`src/rtl/hazard_ctrl_pkg.sv`:
```
// Shared definitions for the hazard/forwarding controller: forward-select codes,
// producer classes, use-time constants and the scoreboard entry type.
package hazard_ctrl_pkg;

    localparam int unsigned ADDR_W = 5;  // register address width
    localparam int unsigned TNEW_W = 2;  // width of Tnew/Tuse fields

    // Forward-select encoding shared by CMPAfor, CMPBfor and Rafor
    localparam logic [2:0] FWD_GRF     = 3'd0;
    localparam logic [2:0] FWD_ALU_MEM = 3'd1;
    localparam logic [2:0] FWD_WD_WB   = 3'd2;
    localparam logic [2:0] FWD_PC8_EX  = 3'd3;
    localparam logic [2:0] FWD_PC8_MEM = 3'd4;
    localparam logic [2:0] FWD_PC8_WB  = 3'd5;

    // Producer classes
    localparam logic [1:0] SRC_ALU  = 2'd0;
    localparam logic [1:0] SRC_LOAD = 2'd1;
    localparam logic [1:0] SRC_LINK = 2'd2;

    // Use-time meaning "operand not read"; never exceeded by any Tnew
    localparam logic [TNEW_W-1:0] TUSE_NONE = 2'd3;

    typedef struct packed {
        logic              valid;
        logic [ADDR_W-1:0] wa;
        logic [TNEW_W-1:0] tnew;
        logic [1:0]        src;
    } sb_entry_t;

    // Cycles until the result exists, counted from entry into EX
    function automatic logic [TNEW_W-1:0] tnew_of(input logic [1:0] src);
        logic [TNEW_W-1:0] t;
        case (src)
            SRC_ALU:  t = 2'd1;
            SRC_LOAD: t = 2'd2;
            default:  t = 2'd0;
        endcase
        return t;
    endfunction

    // Advance an entry by one stage; Tnew saturates at zero
    function automatic sb_entry_t age_entry(input sb_entry_t e);
        sb_entry_t r;
        r = e;
        if (e.tnew != '0) begin
            r.tnew = e.tnew - 1'b1;
        end
        return r;
    endfunction

endpackage

```
`src/rtl/hazard_ctrl_fwd_pick.sv`:
```
// Per-operand hazard check: finds the youngest scoreboard hit for one source
// register, decides whether decode must stall and which forward path to use.
module hazard_ctrl_fwd_pick
    import hazard_ctrl_pkg::*;
(
    input  sb_entry_t         i_ex,
    input  sb_entry_t         i_mem,
    input  sb_entry_t         i_wb,
    input  logic [ADDR_W-1:0] i_reg,
    input  logic [TNEW_W-1:0] i_tuse,
    output logic              o_stall,
    output logic [2:0]        o_sel
);

    logic w_hit_ex;
    logic w_hit_mem;
    logic w_hit_wb;

    // $0 is hard-wired, so it never matches a producer
    assign w_hit_ex  = i_ex.valid  && (i_ex.wa  == i_reg) && (i_reg != '0);
    assign w_hit_mem = i_mem.valid && (i_mem.wa == i_reg) && (i_reg != '0);
    assign w_hit_wb  = i_wb.valid  && (i_wb.wa  == i_reg) && (i_reg != '0);

    // Stall if any hit is produced later than needed; select from youngest hit only
    always_comb begin
        o_stall = (w_hit_ex  && (i_ex.tnew  > i_tuse)) ||
                  (w_hit_mem && (i_mem.tnew > i_tuse)) ||
                  (w_hit_wb  && (i_wb.tnew  > i_tuse));
        o_sel = FWD_GRF;
        if (w_hit_ex) begin
            if (i_ex.tnew == '0 && i_ex.src == SRC_LINK) begin
                o_sel = FWD_PC8_EX;
            end
        end else if (w_hit_mem) begin
            if (i_mem.tnew == '0) begin
                o_sel = (i_mem.src == SRC_LINK) ? FWD_PC8_MEM : FWD_ALU_MEM;
            end
        end else if (w_hit_wb) begin
            if (i_wb.tnew == '0) begin
                o_sel = (i_wb.src == SRC_LINK) ? FWD_PC8_WB : FWD_WD_WB;
            end
        end
    end

endmodule

```
`src/rtl/hazard_ctrl.sv`:
```
// Hazard and forwarding controller for the 5-stage pipeline. Tracks in-flight
// register writers in an EX/MEM/WB scoreboard and drives decode stall, EX bubble
// and forward selects. Define HAZARD_STATS_EN to add the stall_cnt output.
module hazard_ctrl
    import hazard_ctrl_pkg::*;
(
    input  logic              clk,
    input  logic              reset,
    input  logic [ADDR_W-1:0] rs_ID,
    input  logic [ADDR_W-1:0] rt_ID,
    input  logic [TNEW_W-1:0] tuse_rs_ID,
    input  logic [TNEW_W-1:0] tuse_rt_ID,
    input  logic [ADDR_W-1:0] wa_ID,
    input  logic [1:0]        src_ID,
    output logic              stall,
    output logic              bubble_EX,
    output logic [2:0]        CMPAfor,
    output logic [2:0]        CMPBfor,
    output logic [2:0]        Rafor
`ifdef HAZARD_STATS_EN
    ,
    output logic [31:0]       stall_cnt
`endif
);

    sb_entry_t  r_ex;
    sb_entry_t  r_mem;
    sb_entry_t  r_wb;
    sb_entry_t  w_ex_d;
    logic       w_stall_rs;
    logic       w_stall_rt;
    logic       w_stall;
    logic [2:0] w_sel_rs;
    logic [2:0] w_sel_rt;

    hazard_ctrl_fwd_pick u_pick_rs (
        .i_ex    (r_ex),
        .i_mem   (r_mem),
        .i_wb    (r_wb),
        .i_reg   (rs_ID),
        .i_tuse  (tuse_rs_ID),
        .o_stall (w_stall_rs),
        .o_sel   (w_sel_rs)
    );

    hazard_ctrl_fwd_pick u_pick_rt (
        .i_ex    (r_ex),
        .i_mem   (r_mem),
        .i_wb    (r_wb),
        .i_reg   (rt_ID),
        .i_tuse  (tuse_rt_ID),
        .o_stall (w_stall_rt),
        .o_sel   (w_sel_rt)
    );

    assign w_stall   = w_stall_rs | w_stall_rt;
    assign stall     = w_stall;
    assign bubble_EX = w_stall;
    assign CMPAfor   = w_sel_rs;
    assign CMPBfor   = w_sel_rt;
    assign Rafor     = w_sel_rs;

    // New EX entry: the decode instruction, or a bubble while decode is held
    always_comb begin
        w_ex_d = '0;
        if (!w_stall) begin
            w_ex_d.valid = (wa_ID != '0);
            w_ex_d.wa    = wa_ID;
            w_ex_d.tnew  = tnew_of(src_ID);
            w_ex_d.src   = src_ID;
        end
    end

    // Scoreboard shift; MEM and WB advance regardless of stall
    always_ff @(posedge clk or negedge reset) begin
        if (!reset) begin
            r_ex  <= '0;
            r_mem <= '0;
            r_wb  <= '0;
        end else begin
            r_ex  <= w_ex_d;
            r_mem <= age_entry(r_ex);
            r_wb  <= age_entry(r_mem);
        end
    end

`ifdef HAZARD_STATS_EN
    logic [31:0] r_stall_cnt;

    // Count stalled cycles; wraps naturally
    always_ff @(posedge clk or negedge reset) begin
        if (!reset) begin
            r_stall_cnt <= '0;
        end else if (w_stall) begin
            r_stall_cnt <= r_stall_cnt + 32'd1;
        end
    end

    assign stall_cnt = r_stall_cnt;
`endif

endmodule

```
`config.mk`:
```
export PLATFORM = sky130hd
export DESIGN_NAME = hazard_ctrl
export DESIGN_NICKNAME = d
export VERILOG_FILES = /design/src/rtl/hazard_ctrl_pkg.sv /design/src/rtl/hazard_ctrl_fwd_pick.sv /design/src/rtl/hazard_ctrl.sv
export SDC_FILE = /design/constraint.sdc
export NUM_CORES = 1
export LEC_CHECK = 0
export ABC_AREA = 1
export CORE_ASPECT_RATIO = 2
export CORE_MARGIN = 2
export CORE_UTILIZATION = 49
export DETAILED_ROUTE_END_ITERATION = 12
export PLACE_DENSITY_LB_ADDON = 0.25
export SYNTH_ARGS = -nofsm -noshare
export SYNTH_HDL_FRONTEND = slang
export SYNTH_HIERARCHICAL = 1
export SYNTH_SLANG_ARGS = --single-unit
```
`constraint.sdc`:
```
create_clock -name clk -period 2 [get_ports clk]
set_input_delay 0.5 -clock clk [delete_from_list [all_inputs] [get_ports clk]]
set_output_delay 0.5 -clock clk [all_outputs]
set_load 0.005 [all_outputs]
```
# Yosys cells after proc, flatten, opt, wreduce, memory -nomap -nowiden
# Cells that the tools add are included.
dict set report word_totals {
  register_bits 30
  wordCells 78
  out_inout_bits 11
  input_bits 23
}
dict set report classes {
  mux 15
  n_addsub 2
  n_bitwise 1
  n_eq_ne 10
  n_lt_le_gt_ge 6
  n_reduce_logical 32
}
# op count
set op_table {}
lappend op_table {{$eq A5 B5 Y1} 6}
lappend op_table {{$mux W3} 10}
lappend op_table {{$logic_and A1 B1 Y1} 19}
lappend op_table {{$reduce_bool A5 Y1} 3}
lappend op_table {{$gt A2 B2 Y1} 6}
lappend op_table {{$mux W10} 1}
lappend op_table {{$logic_not A2 Y1} 4}
lappend op_table {{$eq A2 B2 Y1 const B} 3}
lappend op_table {{$mux W2} 3}
lappend op_table {{$logic_or A1 B1 Y1} 4}
lappend op_table {{$pmux W2 S2} 1}
lappend op_table {{$reduce_bool A2 Y1} 2}
lappend op_table {{$sub A2 B1 Y2 const B} 2}
lappend op_table {{$eq A2 B1 Y1 const B} 1}
lappend op_table {{$or A1 B1 Y1} 1}

# Longest topological paths before layout
# Gate-level depths: netlist (run 1).
dict set report logic_depth {
  ltp_word 8
  mapped_depth 12
}

# Modules after synthesis
# The synthesis (run 1) kept the hierarchy.
# mod cells_each area_each_um2 instances
set modules_own_cells {}
lappend modules_own_cells {hazard_ctrl_fwd_pick 118 633.1 2}
lappend modules_own_cells {hazard_ctrl 65 938.4 1}

# Least setup slack after synthesis (run 1)
# OpenSTA, ideal clock, no wires.
dict set report synth_path {
  kind {input port to output port}
  startpoint {input port tuse_rt_ID[1]}
  endpoint {output port stall}
  n_path_buf 1
  required_time_ps 1500
  setup_slack_ps -62
  arrival_ps 1562
  path_stages 9
  path_cell_list {inv_1 ha_1 inv_1 nor2_1 o2111ai_1 nand3_1 nor2_4 inv_4 buf_4}
}
dict set report synth_between {
  elab_chain_len 5
  word_cells_on_any_way 9
  classes_between {3 x order compare; 1 x bitwise; 5 x reduce/logical}
}
# item line
set synth_rtl {}
lappend synth_rtl {{from (decl)} hazard_ctrl.sv:12} ;# input logic [TNEW_W-1:0] tuse_rt_ID,
lappend synth_rtl {{$gt A2 B2 Y1 (on tied branches)} {hazard_ctrl_fwd_pick.sv:26, hazard_ctrl_fwd_pick.sv:27}}
lappend synth_rtl {{$logic_and A1 B1 Y1 (on tied branches)} {hazard_ctrl_fwd_pick.sv:26, hazard_ctrl_fwd_pick.sv:27}}
lappend synth_rtl {{$logic_or A1 B1 Y1} hazard_ctrl_fwd_pick.sv:26} ;# o_stall = (w_hit_ex && (i_ex.tnew > i_tuse)) ||
lappend synth_rtl {{$logic_or A1 B1 Y1 *} hazard_ctrl_fwd_pick.sv:27} ;# (w_hit_mem && (i_mem.tnew > i_tuse)) ||
lappend synth_rtl {{via w_stall_rt} hazard_ctrl.sv:31} ;# logic w_stall_rt;
lappend synth_rtl {{$or A1 B1 Y1 *} hazard_ctrl.sv:56} ;# assign w_stall = w_stall_rs | w_stall_rt;
lappend synth_rtl {{to (decl)} hazard_ctrl.sv:15} ;# output logic stall,
# The timed path passes the listed nets; every way through them passes the cells marked *.

# Worst setup path in the final report (run 1)
dict set report layout_path {
  startpoint {register r_wb[3] (netlist name)}
  endpoint {output port stall}
}
dict set report layout_between {
  elab_chain_len 4
  word_cells_on_any_way 7
  classes_between {2 x order compare; 1 x bitwise; 4 x reduce/logical}
}
# item line
set layout_rtl {}
lappend layout_rtl {{from (decl)} hazard_ctrl.sv:28} ;# sb_entry_t r_wb;
lappend layout_rtl {{from (signal assigned)} hazard_ctrl.sv:83} ;# r_wb <= age_entry(r_mem);
lappend layout_rtl {{$gt A2 B2 Y1} hazard_ctrl_fwd_pick.sv:28} ;# (w_hit_wb && (i_wb.tnew > i_tuse));
lappend layout_rtl {{$logic_and A1 B1 Y1} hazard_ctrl_fwd_pick.sv:28}
lappend layout_rtl {{$logic_or A1 B1 Y1} hazard_ctrl_fwd_pick.sv:27}
lappend layout_rtl {{via w_stall_rt} hazard_ctrl.sv:31}
lappend layout_rtl {{$or A1 B1 Y1} hazard_ctrl.sv:56}
# The timed path passes the listed nets, and every way through them passes these cells.

==> summary.txt, run 1 <==
Worst setup path
  – Required time at the worst-slack endpoint: 1.50 ns
  – Crit end category: output port
  – Crit path max fanout: 3
  – Critical-path top delay cell: dfrtp_2
  – Slowest stage delay, CP: 0.45 ns
  – Crit path kind: reg2out
  – Buf/Inv on CP: 3
  – CP Cell Sequence: ha_4 -> inv_2 -> nor2_1 -> o211ai_1 -> nand3_2 -> nor2_4 -> inv_4 -> buf_6
  – Critical Path AT: 1.75 ns
  – Reg2Reg Setup Slack: 0.25 ns
  – CP Launch Type: flop
  – Top cell family by delay on the critical path: flip-flops

STA
  – Worst slew pin tran: 0.392 ns
  – FMAX: 445 MHz
  – Setup-failing EPs final: 11
  – Fin. max-slew vios: 0
  – Slew HR: 0.739
  – Final period utilization: 1.12
  – Setup TNS: -1.82 ns
  – Worst Slack Setup Final: -0.246 ns
  – Unrepaired setup endpoints after global routing: yes
  – Skew final: 0.00537 ns
  – Final hold violation count: 0
  – Min Clock Period, post-route: 2.25 ns

CTS
  – Clock buffer count from CTS: 5
  – Clk root buf: clkbuf_8
  – Clk buf depth: 2
  – CTS H-tree depth: 2
  – Clk_lat worst skew: 0.28 ns
  – CTS tree: yes
  – Clock sink count: 30
  – Reg clk slew, reported paths: 0.06 ns

Logic synthesis
  – Synthesized area per cell: 7.32 sq um
  – Cell Area, Synth: 2200 sq um
  – Ys async rst share: 1.00
  – Post-Synth Adder-Cell Area: 0.0681
  – Post-synth EDFFs: 0
  – Compound-Gate Fraction of Synth Area: 0.0375
  – Cells after Synth: 301
  – Post-Syn Nets: 336
  – Yosys warning total: 6
  – Largest family of logic cells by synthesized area: simple AND/OR/NAND/NOR gates
  – Post-synth top flop: dfrtp_1
  – Simple-gate share of the synthesized area: 0.409
  – XOR/XNOR share of the synthesized area: 0.0159
  – Synth cell types: 29
  – Synth Register Bits: 30
  – Mux cell area share after synthesis: 0
  – Register area share after synthesis: 0.341

Detailed routing
  – DRT Pass-1 Iters: 5
  – 1st-iter DRT viols: 32
  – Vias after detailed routing: 2028
  – WL/cell: 14.2 um
  – # DRC: 0
  – DRT antenna net count: 0
  – Via/cell ratio: 4.97
  – Total Wirelength: 5810 um

Flow run
  – Max Cap Viol: 0

Floorplanning
  – Die Y: 98.9 um
  – # rows: 34
  – Initial Utilization: 0.508
  – CORE AREA: 4340 sq um
  – DIE WIDTH: 51.4 um
  – Die area: 5080 sq um
  – Ports: 34

Pwr
  – Leakage Power: 1.52 nW
  – P per Cell Area: 625 nW/um^2
  – Worst IR drop on VDD: 0.000484 V

Layout
  – Most frequent cells in the layout: nand2_1, inv_1, dfrtp_1
  – Layout cells sized above 1: 0.387
  – Fin util: 0.672
  – Antenna diodes: 0
  – Syn-to-layout area delta: 32.3%
  – Commonest non-fill, non-tap cell in the layout: nand2_1
  – Layout Nets: 389
  – Fillcell total: 382

Outcome
  – Violated checks: negative setup slack
  – Status: finished, violations left

Hold path
  – HP Class: reg2reg

GRT
  – Largest net degree at the start of global routing: 31
  – Vias in the first global route: 2074
  – Overflow after GRT: 0
  – GRT Resource Usage Total: 0.242
  – Initial antenna violation count: 0
  – First-pass GRT wire length: 9150 um

Placed design
  – # port buffers: 33
  – Routability Congestion: 0.885
  – Post-DP HPWL: 4230 um
[cell families (layout without fill, tap and decap cells)]
logic type / Yosys count / in the layout
AOI/OAI and AO/OA: 12 / 12
xor gates and xnor gates: 4 / 4
adders and majority gates: 12 / 12
buffers and inverters: 71 / 124
DFF: 30 / 30
and+or+nand+nor: 172 / 172
[worst paths after layout]
check | from | to | depth (start not counted)
max | r_wb[3] | stall | 8
min | r_mem[0] | r_wb[0] | 0
max reg2reg | r_wb[3] | r_ex[3] | 9
min reg2reg | r_mem[0] | r_wb[0] | 0
max in group asynchronous | reset | r_wb[3] | 2
min in group asynchronous | reset | r_mem[5] | 2
[where the power goes]
part	switching (mW)	total (mW)	internal [mW]
clock	0.222	0.620	0.398
combinational	0.278	0.480	0.202
sequential	0.0637	0.722	0.658
[layer usage]
| layer | GRT usage | wire (um) |
|---|---|---|
| met1 | 0.221 | 1890 |
| met3 | 0.0409 | 171 |
| met5 | 0 | 0 |
| met4 | 0.142 | 275 |
| met2 | 0.464 | 3470 |
[synthesized netlist by cell type, types with 4 or more instances]
cell,instances,area [sq um]
nand2_1,83,312
inv_1,52,195
dfrtp_1,30,751
nor2_1,30,113
nor2_2,13,81.3
ha_1,12,150
inv_2,10,37.5
nor2_4,9,101
nand3_1,7,35.0
nand2_2,6,37.5
nand3_2,6,60.1
nand4_1,6,37.5
buf_4,4,30.0
clkinv_1,4,15.0
[state kept, by name, indices dropped and copies added (netlist names)]
signal,cells
r_wb,10
r_ex,10
r_mem,10
[per-stage QoR]
step           instances  instance area (sq um)  hold slack [ns]  worst slack, ns  power, mW
3_3_place_gp         399                   2730            0.389           -0.985       1.16
5_1_grt              408                   2920            0.412           -0.312       1.92
4_1_cts              407                   2870            0.402           -0.229       1.82
3_5_place_dp         399                   2730            0.389            -1.01       1.18
2_1_floorplan        301                   2250            0.204          0.00848      0.990
6_report             408                   2920            0.403           -0.246       1.82
[area by class of cell]
class | instances | area [sq um] | area share
clock buffers | 6 | 82.6 | 0.0283
repair buffers | 50 | 374 | 0.128
clock inverters | 1 | 30.0 | 0.0103
inverters | 67 | 259 | 0.0888
well taps | 54 | 67.6 | 0.0232
multi-input cells | 200 | 1350 | 0.462
flip-flops and latches | 30 | 754 | 0.259
[what timing repair did]
item	CTS	global route
hold buffers	0	0
pin swaps	33	25
gates resized for setup	119	18
setup buffers	1	1
endpoints found under the setup margin	20	11
(Power assumes the default switching activity.)
==> run 2, diff against run 1 <==
- CELL_PAD_IN_SITES_DETAIL_PLACEMENT: not set -> 1
- CELL_PAD_IN_SITES_GLOBAL_PLACEMENT: not set -> 2
- CORE_UTILIZATION: 49 -> 33
- clock period: 2 -> 2.8 ns (I/O delays scaled with it)
==> run 2 against run 1 <==
Against the previous run:
- the run now ends clean
- global-route usage decreased by 6.3 points
- clock power decreased by 20%
- setup slack improved by 0.29 ns
- worst hold slack got worse by 0.0032 ns
- wire length decreased by 0.41%
- sequential power decreased by 28%
- count of clock-buffer cells in the layout increased by 1
- critical endpoint unchanged
==> summary.txt, run 2 (synthesis results as in run 1) <==
Pwr
  – P per Cell Area: 454 nW/um^2 (was 625 nW/um^2)
  – Seq pwr share: 0.387 (was 0.396)
  – Pint: 0.935 mW (was 1.26 mW)
  – Switch share: 0.300 (was 0.309)
  – Final Total Pwr: 1.33 mW (was 1.82 mW)
  – Gate power share: 0.239 (was 0.263)
  – Worst IR drop on VDD: 0.000357 V (was 0.000484 V)
  – Leakage Power: 1.54 nW (was 1.52 nW)
  – Clock share of power: 0.374 (was 0.341)
  – Psw: 0.400 mW (was 0.564 mW)

Detailed routing
  – Via/cell ratio: 4.49 (was 4.97)
  – DRT Pass-1 Iters: 4 (was 5)
  – WL/cell: 13.0 um (was 14.2 um)
  – DRT antenna net count: 0 (unchanged)
  – Total Wirelength: 5780 um (was 5810 um)
  – # DRC: 0 (unchanged)
  – Vias after detailed routing: 1987 (was 2028)
  – 1st-iter DRT viols: 54 (was 32)

Placed design
  – Routability Congestion: 0.761 (was 0.885)
  – Post-DP HPWL: 4640 um (was 4230 um)
  – # port buffers: 33 (unchanged)
  – Placed insts: 425 (was 399)
  – Placed cell areas: 2670 sq um (was 2730 sq um)

CTS
  – Clk_lat worst skew: 0.28 ns (about the same)
  – CTS H-tree depth: 2 (unchanged)
  – CTS tree: yes (unchanged)
  – Clk buf depth: 2 (unchanged)
  – Reg clk slew, reported paths: 0.05 ns (was 0.06 ns)
  – Clock sink count: 30 (unchanged)
  – Clock buffer count from CTS: 5 (unchanged)
  – Clk root buf: clkbuf_16 (was clkbuf_8)
  – Cts hold-fix bufs: 0 (unchanged)

Layout
  – Antenna diodes: 0 (unchanged)
  – Commonest non-fill, non-tap cell in the layout: nand2_1 (unchanged)
  – Top Registers: r_ex: 10 flops, r_mem: 10 flops, r_wb: 10 flops (unchanged)
  – Syn-to-layout area delta: 33.4% (was 32.3%)
  – Layout Nets: 390 (was 389)
  – Final Instance Area: 2940 sq um (was 2920 sq um)
  – Final Non-Filler Cells: 443 (was 408)
  – Layout cells sized above 1: 0.304 (was 0.387)
  – Most frequent cells in the layout: nand2_1, inv_1, dfrtp_1 (unchanged)

Floorplanning
  – # rows: 42 (was 34)
  – Die area: 7390 sq um (was 5080 sq um)
  – DIE WIDTH: 61.8 um (was 51.4 um)
  – Die Y: 120 um (was 98.9 um)
  – Initial Utilization: 0.338 (was 0.508)
  – Ports: 34 (unchanged)
  – CORE AREA: 6520 sq um (was 4340 sq um)

Worst setup path
  – CP Cell Sequence: dlygate4sd2_1 -> inv_2 -> ha_4 -> inv_1 -> nor2_1 -> o211ai_1 -> nand3_2 -> nor2_4 -> inv_4 -> buf_6 (was ha_4 -> inv_2 -> nor2_1 -> o211ai_1 -> nand3_2 -> nor2_4 -> inv_4 -> buf_6)
  – CP Launch Type: primary input (was flop)
  – R2r endpoint: r_ex[3] (unchanged)
  – Slowest stage delay, CP: 0.25 ns (was 0.45 ns)
  – Critical Path AT: 2.05 ns (was 1.75 ns)
  – Required time at the worst-slack endpoint: 2.10 ns (was 1.50 ns)
  – Reg2reg path depth: 10 (was 9)
  – Crit path max fanout: 4 (was 3)
  – Crit end category: output port (unchanged)
  – Crit path kind: in2out (was reg2out)
  – Critical-path top delay cell: o211ai_1 (was dfrtp_2)
  – Reg2Reg Setup Slack: 0.89 ns (was 0.25 ns)
  – Reg2Reg Launch Point: r_mem[3] (was r_wb[3])

GRT
  – Vias in the first global route: 2210 (was 2074)
  – GRT Resource Usage Total: 0.179 (was 0.242)
  – First-pass GRT wire length: 9970 um (was 9150 um)
  – Largest net degree at the start of global routing: 31 (unchanged)
  – Initial antenna violation count: 0 (unchanged)
  – Overflow after GRT: 0 (unchanged)

STA
  – Hold slack: 0.400 ns (was 0.403 ns)
  – FMAX: 363 MHz
  – Skew final: 0.00463 ns (was 0.00537 ns)
  – Worst slew pin tran: 0.389 ns (was 0.392 ns)
  – Final hold violation count: 0 (unchanged)
  – Slew HR: 0.741 (was 0.739)
  – Min Clock Period, post-route: 2.75 ns
  – Fin. max-slew vios: 0 (unchanged)
  – Final period utilization: 0.983
  – Setup-failing EPs final: 0 (was 11)

Hold path
  – Hold endpoint: r_wb[0] (unchanged)
  – Worst Hold Depth: 0 (unchanged)
  – Hold Crit Start: r_mem[0] (unchanged)
  – HP Class: reg2reg (unchanged)

Flow run
  – Max Cap Viol: 0 (unchanged)

Outcome
  – Status: completed (was finished, violations left)
run 2: metrics by stage:
step	TNS (ns)	setup slack [ns]	utilization
after CTS	-0.0984	-0.0953	0.450
after floorplan	0	0.338	-
after global routing	-0.0506	-0.0254	0.451
final	0	0.0470	0.451
after global placement	-5.59	-0.632	0.409
after detailed placement	-5.86	-0.641	0.409
run 2: critical path, delay by kind of cell:
family / cells / cell delay (ns)
buffers and inverters: 5 / 0.57
and+or+nand+nor: 3 / 0.32
AOI/OAI and AO/OA: 1 / 0.25
adders and majority gates: 1 / 0.22
run 2: layout make-up:
class	instances	area, sq um
fill	865	3570
multi-input combinational	200	1270
sequential	30	751
timing repair buffer	51	420
inverter	67	259
clock buffer	7	133
tap	88	110
run 2: how the worst max path moves through the flow:
stage | cells past startpoint | to | slack [ns] | from
finish | 10 | stall | 0.05 | tuse_rs_ID[1]
global route | 10 | bubble_EX | -0.03 | tuse_rs_ID[1]
CTS | 11 | bubble_EX | -0.1 | rs_ID[2]
detailed placement | 12 | bubble_EX | -0.64 | rs_ID[0]
global placement | 12 | stall | -0.63 | rs_ID[2]
floorplan | 9 | stall | 0.34 | tuse_rt_ID[1]
run 2: repair_timing:
action | 4_1_cts | 5_1_grt
gates resized for setup | 67 | 22
pin swaps | 23 | 13
setup buffers | 8 | 3
endpoints found under the setup margin | 11 | 10
run 2: routing by layer:
layer,global-route usage,share of wire,up-vias
met1,0.211,0.39,946
met5,0,0,-
met3,0.0259,0.027,5
met4,0.0359,0.010,0
met2,0.328,0.58,29
li1,-,-,1007
run 2: power by group through the flow:
stage / clock network [mW] / logic [mW] / registers (mW)
after global routing: 0.529 / 0.362 / 0.525
after CTS: 0.512 / 0.318 / 0.518
after detailed placement: 0 / 0.304 / 0.524
after floorplan: 0 / 0.195 / 0.507
final: 0.499 / 0.319 / 0.517
after global placement: 0 / 0.296 / 0.522
==> run 3, diff against run 2 <==
- CORE_MARGIN: 2 -> not set
- TNS_END_PERCENT: not set -> 5
==> run 3 against run 2 <==
Against the previous run:
- setup slack improved by 0.029 ns
- total power rose by 6.8%
- largest power group is now clock
- critical path type unchanged
- cell count fell by 1.8%
- highest routed layer unchanged
==> summary.txt, run 3 (synthesis results as in run 1) <==
Layout
  – Fin util: 0.465 (was 0.451)
  – Most frequent cells in the layout: nand2_1, inv_1, dfrtp_1 (unchanged)
  – Syn-to-layout area delta: 34.1% (was 33.4%)
  – Layout Nets: 383 (was 390)
  – Final Non-Filler Cells: 435 (was 443)
  – Layout cells sized above 1: 0.304 (about the same)
  – Fillcell total: 847 (was 865)
  – Top Registers: r_ex: 10 flops, r_mem: 10 flops, r_wb: 10 flops (unchanged)
  – Commonest non-fill, non-tap cell in the layout: nand2_1 (unchanged)
  – Antenna diodes: 0 (unchanged)
  – Final Instance Area: 2960 sq um (was 2940 sq um)

Worst setup path
  – Crit end category: output port (unchanged)
  – Critical-path top delay cell: dlygate4sd2_1 (was o211ai_1)
  – Slowest stage delay, CP: 0.24 ns (was 0.25 ns)
  – Crit path max fanout: 3 (was 4)
  – CP Cell Sequence: dlygate4sd2_1 -> inv_2 -> ha_4 -> inv_1 -> nor2_1 -> o211ai_1 -> nand3_2 -> nor2_4 -> inv_4 -> buf_2 (was dlygate4sd2_1 -> inv_2 -> ha_4 -> inv_1 -> nor2_1 -> o211ai_1 -> nand3_2 -> nor2_4 -> inv_4 -> buf_6)
  – Required time at the worst-slack endpoint: 2.10 ns (about the same)
  – Reg2Reg Launch Point: r_wb[3] (was r_mem[3])
  – Crit path kind: in2out (unchanged)
  – Critical Path AT: 2.02 ns (was 2.05 ns)
  – Worst setup startpoint: tuse_rs_ID[1] (unchanged)
  – CP Launch Type: primary input (unchanged)

Hold path
  – HP Class: reg2reg (unchanged)
  – Hold Crit Start: r_mem[0] (unchanged)

STA
  – Slew HR: 0.734 (was 0.741)
  – Final hold violation count: 0 (unchanged)
  – Worst Slack Setup Final: 0.0756 ns (was 0.0470 ns)
  – Min Clock Period, post-route: 2.72 ns (was 2.75 ns)
  – FMAX: 367 MHz (was 363 MHz)
  – Final period utilization: 0.973 (was 0.983)
  – Skew final: 0.00560 ns (was 0.00463 ns)
  – Fin. max-slew vios: 0 (unchanged)
  – Setup-failing EPs final: 0 (unchanged)
  – Worst slew pin tran: 0.399 ns (was 0.389 ns)
  – Unrepaired setup endpoints after global routing: yes

Placed design
  – Placed cell areas: 2690 sq um (was 2670 sq um)
  – Placed insts: 425 (unchanged)
  – Routability Congestion: 0.789 (was 0.761)
  – Pre-CTS WS: -0.640 ns (was -0.641 ns)
  – # port buffers: 33 (unchanged)
  – Post-DP HPWL: 5200 um (was 4640 um)

Floorplanning
  – Ports: 34 (unchanged)
  – Die area: 7030 sq um (was 7390 sq um)
  – # rows: 41 (was 42)
  – Initial Utilization: 0.347 (was 0.338)
  – DIE WIDTH: 59.8 um (was 61.8 um)
  – Die Y: 118 um (was 120 um)
  – CORE AREA: 6360 sq um (was 6520 sq um)

GRT
  – Vias in the first global route: 2331 (was 2210)
  – Overflow after GRT: 0 (unchanged)
  – Initial antenna violation count: 0 (unchanged)
  – First-pass GRT wire length: 10800 um (was 9970 um)
  – GRT Resource Usage Total: 0.208 (was 0.179)
  – Largest net degree at the start of global routing: 31 (unchanged)

Detailed routing
  – Via/cell ratio: 4.65 (was 4.49)
  – # DRC: 0 (unchanged)
  – 1st-iter DRT viols: 17 (was 54)
  – Total Wirelength: 6380 um (was 5780 um)
  – DRT Pass-1 Iters: 4 (unchanged)
  – Vias after detailed routing: 2024 (was 1987)
  – WL/cell: 14.7 um (was 13.0 um)
  – DRT antenna net count: 0 (unchanged)

CTS
  – Cts hold-fix bufs: 0 (unchanged)
  – CTS H-tree depth: 2 (unchanged)
  – Clock sink count: 30 (unchanged)
  – Clock buffer count from CTS: 5 (unchanged)
  – Clk_lat worst skew: 0.27 ns (was 0.28 ns)
  – CTS tree: yes (unchanged)
  – Reg clk slew, reported paths: 0.05 ns (about the same)
  – Clk buf depth: 2 (unchanged)
  – Clk root buf: clkbuf_16 (unchanged)

Pwr
  – P per Cell Area: 482 nW/um^2 (was 454 nW/um^2)
  – Leakage Power: 1.55 nW (was 1.54 nW)
  – Worst IR drop on VDD: 0.000313 V (was 0.000357 V)

Flow run
  – Max Cap Viol: 0 (unchanged)

Outcome
  – Status: completed (unchanged)
==> run 3: cell types whose count changed in the layout (fill, tap and decap cells not counted), sizes merged <==
cell / change
dlygate4sd2: -1
dlymetal6s2s: +2
clkdlybuf4s15: -1
buf: -10
clkbuf: +4
==> run 3: metal layers <==
metal | vias to the layer above | share of wire | GRT usage
li1 | 999 | - | -
met1 | 990 | 0.32 | 0.183
met2 | 25 | 0.64 | 0.424
met3 | 10 | 0.012 | 0.0264
met4 | 0 | 0.026 | 0.0843
met5 | - | 0 | 0
==> run 3: worst max-delay path, delay by kind of cell <==
| kind | cells | cell delay (ns) |
|---|---|---|
| compound gates | 1 | 0.23 |
| fa+ha+maj | 1 | 0.21 |
| buf+inv | 5 | 0.56 |
| simple gates | 3 | 0.32 |
==> run 3: power breakdown <==
part	internal [mW]	switching (mW)
Clock	0.402	0.182
Combinational	0.135	0.184
Sequential	0.470	0.0519
Total	1.01	0.418
==> run 3: through the flow <==
stage	total power [mW]	hold WS [ns]	setup TNS, ns
3_5_place_dp	0.844	0.396	-6.11
6_report	1.42	0.407	0
5_1_grt	1.51	0.442	-0.0206
4_1_cts	1.44	0.409	-0.171
2_1_floorplan	0.702	0.374	0
3_3_place_gp	0.836	0.387	-5.89
==> run 3: layout make-up <==
cell class	count	area, sq um	share of cell area
clock buffers	8	166	0.0563
inverters	67	254	0.0859
multi-input cells	200	1300	0.440
flip-flops and latches	30	751	0.254
well taps	86	108	0.0364
repair buffers	44	377	0.127
==> run 3: final timing paths <==
kind / endpoint / slack [ns] / cells past startpoint
worst min register to register: r_wb[0] / 0.41 / 0
worst min-delay path: r_wb[0] / 0.41 / 0
min in group asynchronous: r_ex[7] / 0.83 / 2
max in group asynchronous: r_mem[8] / 1.68 / 2
worst max register to register: r_ex[3] / 0.98 / 9
worst max-delay path: stall / 0.08 / 10
==> run 3: what timing repair did <==
| item | CTS | global route |
|---|---|---|
| resized for setup | 60 | 23 |
| setup buffers | 2 | 0 |
| setup endpoints to repair | 11 | 9 |
| pin swaps | 18 | 12 |
| hold endpoints to repair | 0 | 0 |
